===== config.mk =====
export PLATFORM = sky130hd
export DESIGN_NAME = dpram_initiator
export DESIGN_NICKNAME = d
export VERILOG_FILES = /design/src/rtl/dpram_initiator.sv
export SDC_FILE = /design/constraint.sdc
export NUM_CORES = 1
export LEC_CHECK = 0
export CAP_MARGIN = 30
export CORE_MARGIN = 2
export CORE_UTILIZATION = 40
export DETAILED_ROUTE_END_ITERATION = 7
export DONT_BUFFER_PORTS = 1
export MAX_ROUTING_LAYER = met4
export SLEW_MARGIN = 30
export SYNTH_ARGS = -nofsm -noshare
export SYNTH_HDL_FRONTEND = slang
export SYNTH_SLANG_ARGS = --single-unit

===== constraint.sdc =====
create_clock -name clk -period 1.9 [get_ports clk]
set_input_delay 0.38 -clock clk [delete_from_list [all_inputs] [get_ports clk]]
set_output_delay 0.38 -clock clk [all_outputs]
set_load 0.01 [all_outputs]

===== src/rtl/dpram_initiator.sv =====
// dpram_initiator: writes seed+i over a wrapping address window, reads it back and checks
// each word RD_LATENCY cycles after its rd_cs cycle. Define DPRAM_INITIATOR_ECC_CNT_EN to build the ECC event counters.
module dpram_initiator #(
    parameter int ADDR_WIDTH = 8,
    parameter int DATA_WIDTH = 8,
    parameter int RD_LATENCY = 2
) (
    input  logic                  clk,
    input  logic                  rst,
    input  logic                  start,
    input  logic [ADDR_WIDTH-1:0] base_addr,
    input  logic [ADDR_WIDTH:0]   num_words,
    input  logic [DATA_WIDTH-1:0] seed,
    output logic                  wr_cs,
    output logic [ADDR_WIDTH-1:0] wr_addr,
    output logic [DATA_WIDTH-1:0] wr_data,
    output logic                  rd_cs,
    output logic [ADDR_WIDTH-1:0] rd_addr,
    input  logic [DATA_WIDTH-1:0] rd_data,
    input  logic                  ecccorr,
    input  logic                  eccderr,
    output logic                  busy,
    output logic                  done,
    output logic [15:0]           err_cnt,
    output logic [15:0]           ecccorr_cnt,
    output logic [15:0]           eccderr_cnt,
    output logic                  first_err_vld,
    output logic [ADDR_WIDTH-1:0] first_err_addr,
    output logic [2:0]            dbg_state
);

    // Handshake: start is a single-cycle request honoured only in IDLE (ignored while busy);
    // busy covers the whole run and done pulses once in its final cycle.
    typedef enum logic [2:0] {S_IDLE, S_WRITE, S_READ, S_DRAIN, S_DONE} state_t;

    state_t                  state_q;
    logic [ADDR_WIDTH-1:0]   base_q;
    logic [DATA_WIDTH-1:0]   seed_q;
    logic [ADDR_WIDTH:0]     n_q;
    logic [ADDR_WIDTH:0]     idx_q;
    logic                    wr_cs_q;
    logic [ADDR_WIDTH-1:0]   wr_addr_q;
    logic [DATA_WIDTH-1:0]   wr_data_q;
    logic                    rd_cs_q;
    logic [ADDR_WIDTH-1:0]   rd_addr_q;
    logic [DATA_WIDTH-1:0]   rd_exp_q;
    logic                    busy_q;
    logic                    done_q;
    logic [15:0]             err_cnt_q, err_cnt_d;
    logic                    first_err_vld_q;
    logic [ADDR_WIDTH-1:0]   first_err_addr_q;

    logic [RD_LATENCY-1:0]   pipe_vld_q;
    logic [ADDR_WIDTH-1:0]   pipe_addr_q [RD_LATENCY];
    logic [DATA_WIDTH-1:0]   pipe_exp_q  [RD_LATENCY];

    logic                    start_acc;
    logic                    chk_vld;
    logic                    chk_miss;
    logic [RD_LATENCY-1:0]   upstream;
    logic                    drain_empty;

    assign start_acc = (state_q == S_IDLE) && start;

    // The last pipeline stage is compared on this edge, so only earlier stages keep DRAIN waiting.
    always_comb begin
        chk_vld   = pipe_vld_q[RD_LATENCY-1];
        chk_miss  = chk_vld && (rd_data !== pipe_exp_q[RD_LATENCY-1]);
        err_cnt_d = err_cnt_q;
        if (chk_miss && (err_cnt_q != 16'hFFFF)) begin
            err_cnt_d = err_cnt_q + 16'd1;
        end
        upstream = pipe_vld_q;
        upstream[RD_LATENCY-1] = 1'b0;
        drain_empty = (upstream == '0);
    end

    always_ff @(posedge clk) begin
        if (rst) begin
            state_q          <= S_IDLE;
            base_q           <= '0;
            seed_q           <= '0;
            n_q              <= '0;
            idx_q            <= '0;
            wr_cs_q          <= 1'b0;
            wr_addr_q        <= '0;
            wr_data_q        <= '0;
            rd_cs_q          <= 1'b0;
            rd_addr_q        <= '0;
            rd_exp_q         <= '0;
            busy_q           <= 1'b0;
            done_q           <= 1'b0;
            err_cnt_q        <= '0;
            first_err_vld_q  <= 1'b0;
            first_err_addr_q <= '0;
            pipe_vld_q       <= '0;
            for (int i = 0; i < RD_LATENCY; i++) begin
                pipe_addr_q[i] <= '0;
                pipe_exp_q[i]  <= '0;
            end
        end else begin
            pipe_vld_q[0]  <= rd_cs_q;
            pipe_addr_q[0] <= rd_addr_q;
            pipe_exp_q[0]  <= rd_exp_q;
            for (int i = RD_LATENCY-1; i > 0; i--) begin
                pipe_vld_q[i]  <= pipe_vld_q[i-1];
                pipe_addr_q[i] <= pipe_addr_q[i-1];
                pipe_exp_q[i]  <= pipe_exp_q[i-1];
            end

            err_cnt_q <= err_cnt_d;
            if (chk_miss && !first_err_vld_q) begin
                first_err_vld_q  <= 1'b1;
                first_err_addr_q <= pipe_addr_q[RD_LATENCY-1];
            end
            done_q <= 1'b0;

            case (state_q)
                S_IDLE: begin
                    if (start) begin
                        base_q          <= base_addr;
                        seed_q          <= seed;
                        n_q             <= num_words;
                        busy_q          <= 1'b1;
                        err_cnt_q       <= '0;
                        first_err_vld_q <= 1'b0;
                        if (num_words == '0) begin
                            state_q <= S_DONE;
                        end else begin
                            state_q   <= S_WRITE;
                            wr_cs_q   <= 1'b1;
                            wr_addr_q <= base_addr;
                            wr_data_q <= seed;
                            idx_q     <= (ADDR_WIDTH+1)'(1);
                        end
                    end
                end
                S_WRITE: begin
                    if (idx_q == n_q) begin
                        state_q   <= S_READ;
                        wr_cs_q   <= 1'b0;
                        rd_cs_q   <= 1'b1;
                        rd_addr_q <= base_q;
                        rd_exp_q  <= seed_q;
                        idx_q     <= (ADDR_WIDTH+1)'(1);
                    end else begin
                        wr_addr_q <= wr_addr_q + ADDR_WIDTH'(1);
                        wr_data_q <= wr_data_q + DATA_WIDTH'(1);
                        idx_q     <= idx_q + (ADDR_WIDTH+1)'(1);
                    end
                end
                S_READ: begin
                    if (idx_q == n_q) begin
                        state_q <= S_DRAIN;
                        rd_cs_q <= 1'b0;
                    end else begin
                        rd_addr_q <= rd_addr_q + ADDR_WIDTH'(1);
                        rd_exp_q  <= rd_exp_q + DATA_WIDTH'(1);
                        idx_q     <= idx_q + (ADDR_WIDTH+1)'(1);
                    end
                end
                S_DRAIN: begin
                    if (drain_empty) begin
                        state_q <= S_DONE;
                        done_q  <= 1'b1;
                    end
                end
                S_DONE: begin
                    // An empty run arrives here with done still low and spends one cycle raising it.
                    if (done_q) begin
                        state_q <= S_IDLE;
                        busy_q  <= 1'b0;
                    end else begin
                        done_q <= 1'b1;
                    end
                end
                default: state_q <= S_IDLE;
            endcase
        end
    end

`ifdef DPRAM_INITIATOR_ECC_CNT_EN
    logic [15:0] ecccorr_cnt_q;
    logic [15:0] eccderr_cnt_q;

    always_ff @(posedge clk) begin
        if (rst || start_acc) begin
            ecccorr_cnt_q <= '0;
            eccderr_cnt_q <= '0;
        end else if (chk_vld) begin
            if ((ecccorr === 1'b1) && (ecccorr_cnt_q != 16'hFFFF)) begin
                ecccorr_cnt_q <= ecccorr_cnt_q + 16'd1;
            end
            if ((eccderr === 1'b1) && (eccderr_cnt_q != 16'hFFFF)) begin
                eccderr_cnt_q <= eccderr_cnt_q + 16'd1;
            end
        end
    end

    assign ecccorr_cnt = ecccorr_cnt_q;
    assign eccderr_cnt = eccderr_cnt_q;
`else
    logic unused_ecc;
    assign unused_ecc  = ecccorr ^ eccderr;
    assign ecccorr_cnt = '0;
    assign eccderr_cnt = '0;
`endif

    assign wr_cs          = wr_cs_q;
    assign wr_addr        = wr_addr_q;
    assign wr_data        = wr_data_q;
    assign rd_cs          = rd_cs_q;
    assign rd_addr        = rd_addr_q;
    assign busy           = busy_q;
    assign done           = done_q;
    assign err_cnt        = err_cnt_q;
    assign first_err_vld  = first_err_vld_q;
    assign first_err_addr = first_err_addr_q;
    assign dbg_state      = state_q;

endmodule

==> impl_metrics.ini <==
[flow_run]
cap_viol_max_count = 0

[clock_tree]
clock_sinks = 132
cts_made_buffers = 17
cts_root_buffer = clkbuf_16
path_clk_slew_ns = 0.06
cts_max_level = 4
clk_latency_ns = 0.42
cts_hold_buf = 0
cts_tree = yes
cts_max_path_buffers = 2

[layout]
drive_gt1_share_pct = 16.6
final_common_cell = dfxtp_1
mostFrequentLayoutCells = dfxtp_1, nand2_1, a21oi_1, buf_4, nor2b_1
nets = 818
fin_util_pct = 48.6
area_delta_synth_final_pct = 18.7
antenna_cells = 0

[detailed_routing]
drcViolationCount = 0
wl_met3_mm = 1.24
dr.max_layer_used = met4
drt-initial-drc-count = 389
dr.pass1.iters = 5
detail-route-antenna-nets = 0
vias = 5462
wire_per_inst_um = 16.4
drt-met1-wl_mm = 7.23
viasPerCell = 5.60
wl_mm = 16.0
routed-wl-met2_mm = 7.34

[critical_path]
path_class = flop to flop
path_max_fanout = 4
startpoint_type = flop
cp-startpoint = dbg_state[2]
cp-end-kind = flop
regToRegStartpoint = dbg_state[2]
critical_path_arrival_ns = 2.24
required_ns = 2.25
reg2reg_slack_ns = 0.02
rr_worst_depth = 5
r2r-end = idx_q[7]

[global_routing]
antenna_found_initial = 0
grt_start_max_net_pins = 109
grt_overflow = 0
track_usage_pct = 20.4
grt_pass1_wl_mm = 26.1
grt_pass1_vias = 5186

[sta]
finalHoldViolations = 0
slew_headroom_pct = 59.9
worst-slew-pin-transition_ns = 0.600
fmax_ghz = 0.531
finalSetupTns_ns = 0
finalSetupViolCount = 0
rsz0062_at_grt = true
period_minus_slack_ns = 1.88
finClkSkew_ns = 0.00928
hold_ws_ns = 0.0378
finalMaxSlewViolations = 0
post-route-period-util_pct = 99.2

[synth]
yosys_warnings = 0
synthDistinctLibCells = 61
synth_cells = 733
synth_flop_cell = dfxtp_1
yosysSeqAreaShare_pct = 42.6
netlist_area_um2 = 6200
synth_edf_count = 0
synth.avg_cell_area_um2 = 8.45
synthArstFlopShare_pct = 0
ys_ff_latch = 132

[die]
die_w_um = 128
io_pins = 126
die_y_um = 128
start_util_pct = 40.9
placementRows = 45
dieArea_um2 = 16500
fp.coreArea_um2 = 15100

[pwr]
p_switching_mw = 3.79
switching_share_pct = 36.5
finalPower_mw = 10.4
ir_worst_vdd_uv = 767
pwr-share-comb_pct = 33.8
p_leak_nw = 2.73
p_int_mw = 6.59
cellPowerDensity_nw_per_um2 = 1410
power_frac_seq_pct = 35.1
power.share.clock_pct = 31.0

[hold_path]
holdPathEnd = pipe_vld_q[1]
min_path_cells = 1
hp-class = input pin to flop
min_from = rst

[placement]
dp_hpwl_mm = 11.2
portBuffers = 0
gp_congestion = 0.879

[status]
status = complete, no violations
## final cells by class
type | count | area [um2]
clock buffers | 19 | 433
clock inverters | 13 | 148
fillers | 1482 | 7790
inverters | 6 | 22.5
multi-input cells | 551 | 3340
flip-flops and latches | 132 | 2650
well taps | 188 | 235
repair buffers | 66 | 532
## worst max-delay path by stage
stage / endpoint / slack, ns / cells past startpoint
floorplan: idx_q[7] / 0.002 / 6
global placement: idx_q[6] / -0.01 / 6
detailed placement: rd_addr[5] / -0.11 / 5
CTS: idx_q[7] / 0.005 / 5
global route: idx_q[8] / -0.03 / 6
finish: idx_q[7] / 0.02 / 5
## flip-flops by register name, summed over array words and instances, names as in the netlist
name / cells
base_q: 8
busy: 1
dbg_state: 3
done: 1
err_cnt: 16
first_err_addr: 8
first_err_vld: 1
idx_q: 9
n_q: 9
pipe_addr_q: 16
pipe_exp_q: 16
pipe_vld_q: 2
rd_addr: 8
rd_cs: 1
rd_exp_q: 8
seed_q: 8
wr_addr: 8
wr_cs: 1
wr_data: 8
## worst max-delay path: stages (launching register included)
cell and delay (ns):
dfxtp_2 0.33, or3b_4 0.43, a21o_1 0.23, a31o_1 0.22, or4_1 0.51, nand3_1 0.11
## synthesized netlist by cell type, drive strengths merged, types with 11 or more instances
cell	count	area [um2]
a21oi	74	370
a22oi	11	82.6
buf	46	307
clkbuf	29	109
dfxtp	132	2640
mux2i	19	190
nand2	103	387
nand3	23	115
nand4	16	100
nor2	36	140
nor2b	36	225
nor3	25	125
o21ai	14	70.1
o31ai	14	105
o32ai	12	105
xnor2	11	96.3
## stage by stage
stage / area (um2) / instances / setup slack (ns)
detailed placement: 6640 / 940 / -0.109
CTS: 7250 / 973 / 0.00489
global placement: 6640 / 940 / -0.0137
global route: 7360 / 975 / -0.0261
floorplan: 6320 / 764 / 0.00182
finish: 7360 / 975 / 0.0158
## repair_timing
| item | CTS | global route |
|---|---|---|
| setup buffers | 1 | 1 |
| pin swaps | 1 | 2 |
| gates resized for setup | 8 | 24 |
| gates cloned | 0 | 1 |
| setup endpoints to repair | 12 | 36 |
## power by group through the flow
stage / logic, mW / clock network, mW / registers [mW]
after floorplan: 2.20 / 0 / 3.60
after global placement: 3.14 / 0 / 3.68
after detailed placement: 3.23 / 0 / 3.69
after CTS: 3.31 / 3.29 / 3.64
after global routing: 3.86 / 3.42 / 3.70
final: 3.51 / 3.22 / 3.65
## layer usage
layer,vias to the layer above,global-route usage (%)
met5,-,-
met4,0,7.56
met3,17,6.11
met2,180,31.0
met1,2597,25.5
li1,2668,-
## logic make-up after synthesis
| family | Yosys count | share of synthesized area (%) |
|---|---|---|
| buffers and inverters | 81 | 7.07 |
| AO/OA/AOI/OAI | 167 | 17.8 |
| flip-flops | 132 | 42.6 |
| XOR/XNOR | 19 | 2.69 |
| AND/OR/NAND/NOR | 306 | 25.1 |
| multiplexers | 21 | 3.43 |
| other | 1 | 0.0605 |
| adder cells (fa/ha/maj) | 6 | 1.21 |
No activity file was read; power rests on OpenSTA's default activity.
